File: src/rtl/game_menu_ctrl.sv
// game_menu_ctrl: menu / launch / play / exit sequencer for the game console datapath.
// Define SPEED_ADJ_EN to let the left button step the pong speed while in the menu.
module game_menu_ctrl #(
  parameter int RST_CYCLES    = 1024,
  parameter int SPEED_DEFAULT = 4
) (
  input  logic       sys_clk,
  input  logic       sys_rst,
  input  logic       button_up,
  input  logic       button_down,
  input  logic       button_left,
  input  logic       button_right,
  input  logic       exit,
  output logic [1:0] vgaMUX,
  output logic [2:0] choice,
  output logic       gamein_rst,
  output logic [3:0] speedcontrol,
  output logic       playing
);

  localparam int               CNT_W     = $clog2(RST_CYCLES);
  localparam logic [CNT_W-1:0] CNT_LOAD  = CNT_W'(RST_CYCLES - 1);
  localparam logic [3:0]       SPEED_RST = 4'(SPEED_DEFAULT);

  typedef enum logic [1:0] {
    MENU   = 2'd0,
    LAUNCH = 2'd1,
    PLAY   = 2'd2,
    EXIT   = 2'd3
  } state_t;

  state_t           state_r;
  logic [CNT_W-1:0] cnt_r;
  logic             up_prev_r, down_prev_r, left_prev_r, right_prev_r, exit_prev_r;
  logic             up_evt_s, down_evt_s, left_evt_s, right_evt_s, exit_evt_s;

  assign up_evt_s    = button_up    & ~up_prev_r;
  assign down_evt_s  = button_down  & ~down_prev_r;
  assign left_evt_s  = button_left  & ~left_prev_r;
  assign right_evt_s = button_right & ~right_prev_r;
  assign exit_evt_s  = exit         & ~exit_prev_r;

  // Previous-level history for rising-edge detection on all five inputs.
  always_ff @(posedge sys_clk) begin
    if (sys_rst) begin
      up_prev_r    <= 1'b0;
      down_prev_r  <= 1'b0;
      left_prev_r  <= 1'b0;
      right_prev_r <= 1'b0;
      exit_prev_r  <= 1'b0;
    end else begin
      up_prev_r    <= button_up;
      down_prev_r  <= button_down;
      left_prev_r  <= button_left;
      right_prev_r <= button_right;
      exit_prev_r  <= exit;
    end
  end

  // Main sequencer: state, cursor, reset-pulse counter and registered outputs.
  always_ff @(posedge sys_clk) begin
    if (sys_rst) begin
      state_r    <= MENU;
      choice     <= 3'd0;
      vgaMUX     <= 2'd0;
      gamein_rst <= 1'b1;
      playing    <= 1'b0;
      cnt_r      <= CNT_W'(0);
    end else if (choice > 3'd2) begin
      state_r    <= MENU;
      choice     <= 3'd0;
      vgaMUX     <= 2'd0;
      gamein_rst <= 1'b1;
      playing    <= 1'b0;
    end else begin
      case (state_r)
        MENU: begin
          vgaMUX     <= 2'd0;
          gamein_rst <= 1'b1;
          playing    <= 1'b0;
          if (right_evt_s) begin
            // Launch wins over cursor moves; the game under the cursor starts.
            cnt_r   <= CNT_LOAD;
            state_r <= LAUNCH;
            vgaMUX  <= choice[1:0] + 2'd1;
          end else if (up_evt_s && !down_evt_s) begin
            choice <= (choice == 3'd0) ? 3'd2 : choice - 3'd1;
          end else if (down_evt_s && !up_evt_s) begin
            choice <= (choice == 3'd2) ? 3'd0 : choice + 3'd1;
          end else begin
            choice <= choice;
          end
        end
        LAUNCH: begin
          vgaMUX     <= choice[1:0] + 2'd1;
          gamein_rst <= 1'b1;
          playing    <= 1'b0;
          if (exit_evt_s) begin
            cnt_r   <= CNT_LOAD;
            state_r <= EXIT;
            vgaMUX  <= 2'd0;
          end else if (cnt_r == CNT_W'(0)) begin
            state_r    <= PLAY;
            gamein_rst <= 1'b0;
            playing    <= 1'b1;
          end else begin
            cnt_r <= cnt_r - CNT_W'(1);
          end
        end
        PLAY: begin
          vgaMUX     <= choice[1:0] + 2'd1;
          gamein_rst <= 1'b0;
          playing    <= 1'b1;
          if (exit_evt_s) begin
            cnt_r      <= CNT_LOAD;
            state_r    <= EXIT;
            vgaMUX     <= 2'd0;
            gamein_rst <= 1'b1;
            playing    <= 1'b0;
          end else begin
            state_r <= PLAY;
          end
        end
        EXIT: begin
          vgaMUX     <= 2'd0;
          gamein_rst <= 1'b1;
          playing    <= 1'b0;
          if (cnt_r == CNT_W'(0)) begin
            state_r <= MENU;
          end else begin
            cnt_r <= cnt_r - CNT_W'(1);
          end
        end
        default: begin
          state_r    <= MENU;
          choice     <= 3'd0;
          vgaMUX     <= 2'd0;
          gamein_rst <= 1'b1;
          playing    <= 1'b0;
        end
      endcase
    end
  end

`ifdef SPEED_ADJ_EN
  // Pong speed: stepped 1..15 with wrap by left events in the menu, frozen elsewhere.
  always_ff @(posedge sys_clk) begin
    if (sys_rst) begin
      speedcontrol <= SPEED_RST;
    end else if (state_r == MENU && choice <= 3'd2 && left_evt_s && !right_evt_s) begin
      speedcontrol <= (speedcontrol == 4'd15) ? 4'd1 : speedcontrol + 4'd1;
    end else begin
      speedcontrol <= speedcontrol;
    end
  end
`else
  logic unused_left_s;
  assign unused_left_s = left_evt_s;

  // Pong speed is fixed at its default when adjustment is not built in.
  always_ff @(posedge sys_clk) begin
    if (sys_rst) begin
      speedcontrol <= SPEED_RST;
    end else begin
      speedcontrol <= SPEED_RST;
    end
  end
`endif

endmodule

File: config.mk
export PLATFORM = sky130hd
export DESIGN_NAME = game_menu_ctrl
export DESIGN_NICKNAME = d
export VERILOG_FILES = /design/src/rtl/game_menu_ctrl.sv
export SDC_FILE = /design/constraint.sdc
export NUM_CORES = 1
export LEC_CHECK = 0
export BUFFER_PORTS_ARGS = -buffer_cell sky130_fd_sc_hd__buf_2
export CAP_MARGIN = 0
export CORE_MARGIN = 3
export CORE_UTILIZATION = 43
export CTS_BUF_LIST = sky130_fd_sc_hd__clkbuf_8
export DETAILED_ROUTE_END_ITERATION = 6
export HOLD_SLACK_MARGIN = 0.1
export PLACE_DENSITY = 0.74
export SLEW_MARGIN = 20
export SYNTH_ARGS = -nofsm -noshare
export SYNTH_HDL_FRONTEND = slang
export SYNTH_SLANG_ARGS = --single-unit
File: constraint.sdc
create_clock -name sys_clk -period 2.8 [get_ports sys_clk]
set_clock_uncertainty 0.15 [all_clocks]
set_input_delay 0.56 -clock sys_clk [delete_from_list [all_inputs] [get_ports sys_clk]]
set_output_delay 0.56 -clock sys_clk [all_outputs]
set_load 0.05 [all_outputs]
# [Yosys cells after proc, flatten, opt, wreduce, memory -nomap -nowiden]
# Index checks and enable logic that the tools add are counted.
[classes] n_mux=26 n_bitwise=10 n_reduce_logical=14 eq_ne=8 addsub=4 n_lt_le_gt_ge=1
[ops] cell="$mux 10" n=4
[ops] cell="$pmux 10 s4" n=1
[ops] cell="$mux 2" n=6
[ops] cell="$mux 3" n=4
[ops] cell="$logic_not 10->1" n=1
[ops] cell="$sub 10x1->10 const B" n=1
[ops] cell="$reduce_and 3->1" n=3
[ops] cell="$pmux 2 s4" n=1
[ops] cell="$mux 1" n=7
[ops] cell="$ne 2x2->1 const B" n=3
[ops] cell="$not 1->1" n=6
[ops] cell="$pmux 1 s3" n=2
[ops] cell="$pmux 2 s3" n=1
[ops] cell="$reduce_or 2->1" n=3
[ops] cell="$and 1x1->1" n=4
[ops] cell="$eq 2x2->1 const B" n=2
[ops] cell="$add 3x1->3 const B" n=1
[ops] cell="$eq 3x2->1 const B" n=1
[ops] cell="$gt 3x2->1 const B" n=1
[ops] cell="$logic_not 3->1" n=1
[ops] cell="$ne 3x3->1 const B" n=1
[ops] cell="$sub 3x1->3 const B" n=1
[ops] cell="$add 2x1->2 const B" n=1
[ops] cell="$eq 2x1->1 const B" n=1
[ops] cell="4 further kinds" n=6
[word_totals] out_inout_bits=11 ff_bits=23 wordCells=73

# [Longest topological paths before layout]
# Gate-level depths: netlist of run 1.
[depth] depth_word=6 mapped_depth=8 depth_no_buf=7

# [Least setup slack after synthesis of run 1]
# No wires, ideal clock.
[synth_path] path_type="reg-to-reg" startpoint="reg choice[1]" endpoint="reg cnt_r[9]" required_ns=2.564 t_arrival_ns=2.096 stages_incl_launch_ff=8 period_less_slack_ns=2.332 setup_time_ns=0.086 path_buffers=1 setup_slack_ns=0.468 path_cell_list="dfxtp_1 ha_1 inv_2 a221oi_4 buf_4 o221ai_2 o41a_1 a211oi_1"
[synth_between] elab_chain_len=3
[synth_rtl] item="from (decl)" line="15" text="output logic [2:0] choice,"
[synth_rtl] item="from (signal assigned)" line="87" text="choice <= (choice == 3'd0) ? 3'd2 : choice - 3'd1;"
[synth_rtl] item="from (signal assigned)" line="89" text="choice <= (choice == 3'd2) ? 3'd0 : choice + 3'd1;"
[synth_rtl] item="from (signal assigned)" line="91" text="choice <= choice;"
[synth_rtl] item="$gt 3x2->1" line="69" text="end else if (choice > 3'd2) begin"
[synth_rtl] item="$not 1->1 (no line)"
[synth_rtl] item="$reduce_and 3->1 (no line)"
[synth_rtl] item="to (signal assigned)" line="107" text="cnt_r <= cnt_r - CNT_W'(1);"
[synth_rtl] item="to (signal assigned)" line="131" text="cnt_r <= cnt_r - CNT_W'(1);"
[synth_rtl] item="to (decl)" line="33" text="logic [CNT_W-1:0] cnt_r;"
# No other way between the ends.
# A chain may end at the register's enable or synchronous reset.

# [Worst setup path after layout of run 1]
# Same ends and word-level chain as after synthesis.

==> results of run 1 <==
==> state kept, by name, summed over array words and instances (netlist names) <==
signal and flops:
choice 3, cnt_r 10, down_prev_r 1, state_r 2, exit_prev_r 1, playing 1
gamein_rst 1, vgaMUX 2, up_prev_r 1, right_prev_r 1
==> layout by cell type (no fill, tap or decap), drive strengths merged, types with 4 or more instances in the layout <==
cell type and instances:
mux2i 4, buf 12, nor2 9, a21oi 14
xor2 5, nand2 4, inv 13, conb 4
a211oi 4, ha 11, dfxtp 23, nand3 4
nor2b 6, nand2b 5
==> final timing paths <==
| kind | start | endpoint | slack (ps) |
|---|---|---|---|
| worst max-delay path | choice[1] | cnt_r[9] | 460 |
| worst min-delay path | cnt_r[9] | cnt_r[9] | 360 |
| worst max register to register | choice[1] | cnt_r[9] | 460 |
| worst min register to register | cnt_r[9] | cnt_r[9] | 360 |
==> where the power goes <==
| part | total (mW) | internal (mW) | switching [mW] |
|---|---|---|---|
| registers | 0.552 | 0.436 | 0.116 |
| logic | 0.840 | 0.344 | 0.496 |
| clock network | 0.197 | 0.0978 | 0.0994 |
==> through the flow <==
stage               power, mW  utilization, %  hold slack (ps)
floorplan                1.24               -              326
global placement         1.35            49.8              347
detailed placement       1.40            49.8              351
CTS                      1.60            51.4              363
global route             1.73            51.4              396
finish                   1.59            51.4              362
==> final cells by class <==
type | count | area, µm²
Clock buffer | 3 | 41.3
Clock inverter | 1 | 3.75
Fill cell | 283 | 1400
Inverter | 12 | 45.0
Multi-Input combinational cell | 106 | 816
Sequential cell | 23 | 460
Tap cell | 42 | 52.6
Timing Repair Buffer | 12 | 60.1
==> critical path, stage by stage, from the launching register on <==
cell	delay, ps
dfxtp_1	500
ha_1	250
inv_2	80
a221oi_4	520
o221ai_2	340
o41a_1	200
a211oi_1	220
==> per-layer routing <==
metal  up-vias  track usage, %  part of all wire (%)
li1        532               -                     -
met1       498            17.3                    45
met2        28            24.6                    48
met3         2            3.60                   4.7
met4         0            5.80                   1.4
met5         -               0                     0
==> cell families (layout without fill, tap and decap cells) <==
kind of cell    after synthesis  in the layout  synth area share (%)
compound gates               32             32                  17.8
xor+xnor                      6              6                  3.88
fa+ha+maj                    11             11                  10.2
buf+inv                      18             28                  6.37
flops                        23             23                  34.0
mux                           5              5                  3.79
other cells                   2              4                 0.554
simple gates                 48             48                  23.5
==> results.yml, run 1 <==
floorplanning:
  rows: 19
  start_util_pct: 47.1
  coreArea_um2: 2880
  io_pins: 18
  die_y_um: 62.1
  die_w_um: 62.1
  die-area_um2: 3860
timing:
  rsz0062_at_grt: "no"
  finalWorstSetupSlack_ps: 456
  timing.slew.headroom_pct: 65.4
  finalCritPeriodShare_pct: 83.7
  setup_viol: 0
  fmax_ghz: 0.427
  period_needed_ps: 2340
  hold_violations: 0
  drv_slew: 0
  worst_slew_pin_slew_ps: 520
  tns_ps: 0
routing:
  ant_nets: 0
  drc: 0
  via_count: 1060
  drt-total-wl_um: 2570
  routedWlPerCell_um: 12.9
  first_pass_iters: 4
  drt-initial-drc-count: 53
  vias_per_cell: 5.33
global_routing:
  grt_pass1_vias: 998
  antenna_found_initial: 0
  grt_usage_pct: 14.4
  grt_overflow: 0
  grt_max_degree: 18
  grt_pass1_wl_um: 4510
cts:
  clk_path_buf_depth: 2
  root_buffer: "clkbuf_8"
  clkTransAtPathRegs_ps: 80
  cts_tree: "done"
  htreeDepth: 1
  clock-sinks: 23
  cts_setup_buffers: 0
  post_cts_resized: 0
  clkLatencyLatePin_ps: 260
  cts_buffers: 3
  ctsHoldBuffers: 0
logic_synthesis:
  ys_top_cells_by_count: "dfxtp_1 (23), a21oi_1 (13), ha_1 (11), inv_1 (11), nor2_1 (9)"
  yosysSeqAreaShare_pct: 34.0
  synthTopCellsByArea: "dfxtp_1 (34%), ha_1 (10%), a21oi_1 (4.8%)"
  syn_inst: 145
  synth_enable_flop_cells: 0
  yosysTopAreaCell: "dfxtp_1"
  yosysMostFrequentCell: "dfxtp_1"
  avgSynthCellArea_um2: 9.35
  synth_top_area_share_pct: 34.0
  syn_area_um2: 1360
  synth_warnings: 0
  synth.distinct_cells: 46
  async_reset_ff_share_pct: 0
  ys_dominant_reg_cell: "dfxtp_1"
  synth_seq_cells: 23
placed_design:
  place_ws_ps: 480
  port_buffers: 12
  hpwl_um: 1980
  place.gp.congestion: 0.836
  post-place-cells: 195
  placed_area_um2: 1430
status:
  status: "complete, no violations"
min_path:
  hold_depth: 2
  holdCritPathClass: "register to register"
power_and_ir_drop:
  powerDensity_nw_per_um2: 1070
  p_leak_nw: 0.610
  vdd_ir_drop_max_v: 0.000522
critical_path:
  arrival_ps: 2370
  worstSetupStartpointType: "register"
  end_kind: "register"
  cp_max_fo: 12
  required_ps: 2830
  reg2reg_depth: 6
  critical_path_class: "register to register"
cells_and_area:
  postLayoutCellArea_um2: 1480
  drive_above_1_share_pct: 15.3
  area_growth_pct: 9.14
  fin_cells: 199
  layout.nets: 176
  diodes: 0
run:
  drv_cap: 0
No activity file was read; power rests on OpenSTA's default activity.
==> run 2, diff against run 1 <==
--- a/config.mk
+++ b/config.mk
@@ -12,7 +12,7 @@
 export CTS_BUF_LIST = sky130_fd_sc_hd__clkbuf_8
 export DETAILED_ROUTE_END_ITERATION = 6
 export HOLD_SLACK_MARGIN = 0.1
-export PLACE_DENSITY = 0.74
+export PLACE_DENSITY = 0.77
 export SLEW_MARGIN = 20
 export SYNTH_ARGS = -nofsm -noshare
 export SYNTH_HDL_FRONTEND = slang
==> constraint.sdc (replaced) <==
create_clock -name sys_clk -period 1.93 [get_ports sys_clk]
set_clock_uncertainty 0.15 [all_clocks]
set_input_delay 0.386 -clock sys_clk [delete_from_list [all_inputs] [get_ports sys_clk]]
set_output_delay 0.386 -clock sys_clk [all_outputs]
set_load 0.05 [all_outputs]
==> run 2 against run 1 <==
Non-clock buffer count is 17 higher. Power rose by 66%. Flip-flop and latch count unchanged. Sequential share of layout area fell by 3.1 points. Register-to-register slack got worse by 390 ps. First-iteration DRC count shrank 36%. Wire length grew 9.9%. Die area stayed put. Via count rose by 6.5%. Critical path type unchanged. Critical endpoint unchanged. Largest cell class unchanged. Highest routed layer unchanged.
==> results.yml, run 2 (synthesized netlist as in run 1, its figures left out) <==
run:
  drv_cap: 0
floorplanning:
  start_util_pct: 47.1
  coreArea_um2: 2880
  die-area_um2: 3860
  die_w_um: 62.1
  rows: 19
  die_y_um: 62.1
  io_pins: 18
routing:
  via_count: 1129
  routedWlPerCell_um: 13.1
  vias_per_cell: 5.23
  drt-initial-drc-count: 34
  drc: 0
  drt-total-wl_um: 2820
  ant_nets: 0
  first_pass_iters: 4
power_and_ir_drop:
  p_int_mw: 1.50
  p_clk_share_pct: 11.4
  p_sw_share_pct: 43.4
  p_leak_nw: 0.696
  vdd_ir_drop_max_v: 0.00109
  power.share.sequential_pct: 30.0
  combPwrFrac_pct: 58.7
  powerDensity_nw_per_um2: 1580
  p_switching_mw: 1.15
cells_and_area:
  fin_util_pct: 58.1
  multi_input_area_um2: 861
  diodes: 0
  regArea_um2: 468
  fin_cells: 216
  layout_common_cells: "dfxtp_1 (21), buf_4 (15), a21oi_1 (12), buf_2 (12)"
  top_regs: "cnt_r: 10 flops, choice: 3 flops"
  area_growth_pct: 23.3
  largest_reg_flops: 10
  fillers: 241
  layout.nets: 193
  layout_commonest_cell: "dfxtp_1"
  top_register: "cnt_r"
  drive_above_1_share_pct: 31.6
min_path:
  min_from: "button_up"
  holdCritPathClass: "input pin to register"
timing:
  hold_violations: 0
  rsz0062_at_grt: "no"
  finalCritPeriodShare_pct: 96.4
  drv_slew: 0
  setup_viol: 0
  fmax_ghz: 0.537
  period_needed_ps: 1860
  finalWorstSetupSlack_ps: 68.9
global_routing:
  grt_max_degree: 18
  grt_pass1_vias: 1193
  grt_overflow: 0
  antenna_found_initial: 0
  grt_pass1_wl_um: 4950
  grt_usage_pct: 15.2
critical_path:
  cp_max_fo: 5
  reg2reg_from: "state_r[0]"
  crit_slowest_cell: "dfxtp_1"
  worstSetupStartpointType: "register"
  end_kind: "register"
  cp_top_family: "compound AO/OA/AOI/OAI gates"
  arrival_ps: 1900
  required_ps: 1970
  critical_path_class: "register to register"
  max_stage_delay_ps: 350
  cp_cell_sequence: "inv_1, buf_4, ha_1, a21oi_4, nand2_2, o41a_1, a211oi_2"
  startpoint: "state_r[0]"
  path_buf_inv: 2
placed_design:
  port_buffers: 12
  post-place-cells: 210
  hpwl_um: 2200
  place.gp.congestion: 0.827
  place_ws_ps: -19.3
status:
  status: "complete, no violations"
cts:
  htreeDepth: 1
  clock-sinks: 23
  cts_buffers: 3
  clkTransAtPathRegs_ps: 80
  cts_tree: "done"
  clkLatencyLatePin_ps: 260
  root_buffer: "clkbuf_8"
  ctsHoldBuffers: 0
  clk_path_buf_depth: 2
==> run 2: cell types whose count changed in the layout (fill, tap and decap cells not counted), sizes merged <==
cell	delta
buf	+17
inv	-1
clkinv	+1
==> run 2: area by class of cell <==
type | count | share of cell area [%]
inverters | 12 | 2.85
multi-input cells | 106 | 51.5
clock buffers | 3 | 2.47
well taps | 42 | 3.15
flip-flops and latches | 23 | 28.0
clock inverters | 1 | 0.300
repair buffers | 29 | 11.7
==> run 2: path summary, 6_finish.rpt <==
path | end | slack, ps | cells past startpoint
max | cnt_r[9] | 70 | 7
min | up_prev_r | 190 | 2
max reg2reg | cnt_r[9] | 70 | 7
min reg2reg | cnt_r[9] | 370 | 2
==> run 2: metrics by stage <==
| step | total power, mW | cell area (µm²) | hold slack [ps] | setup TNS [ps] |
|---|---|---|---|---|
| floorplan | 1.82 | 1390 | 308 | 0 |
| global placement | 2.14 | 1570 | 347 | 0 |
| detailed placement | 2.23 | 1570 | 352 | -19.3 |
| CTS | 2.58 | 1630 | 189 | 0 |
| global route | 2.84 | 1670 | 200 | 0 |
| finish | 2.64 | 1670 | 192 | 0 |
==> run 2: metal layers <==
| metal | up-vias | GRT usage, % | wire [µm] | part of all wire, % |
|---|---|---|---|---|
| met4 | 0 | 4.14 | 20 | 0.71 |
| li1 | 562 | - | - | - |
| met1 | 544 | 17.0 | 1200 | 42 |
| met5 | - | 0 | 0 | 0 |
| met3 | 4 | 3.60 | 110 | 3.9 |
| met2 | 19 | 28.4 | 1500 | 53 |
==> run 2: timing repair <==
item                                    CTS  global route
cloned                                    0             0
resized for setup                         1            12
endpoints found under the setup margin    2             8
pin swaps                                 1             6
setup buffers                             2             0
==> run 2: power groups by stage <==
stage               registers (mW)  logic (mW)  clock network, mW
floorplan                    0.892       0.928                  0
global placement             0.781        1.36                  0
detailed placement           0.794        1.43                  0
CTS                          0.785        1.48              0.316
global route                 0.818        1.68              0.336
finish                       0.791        1.55              0.300
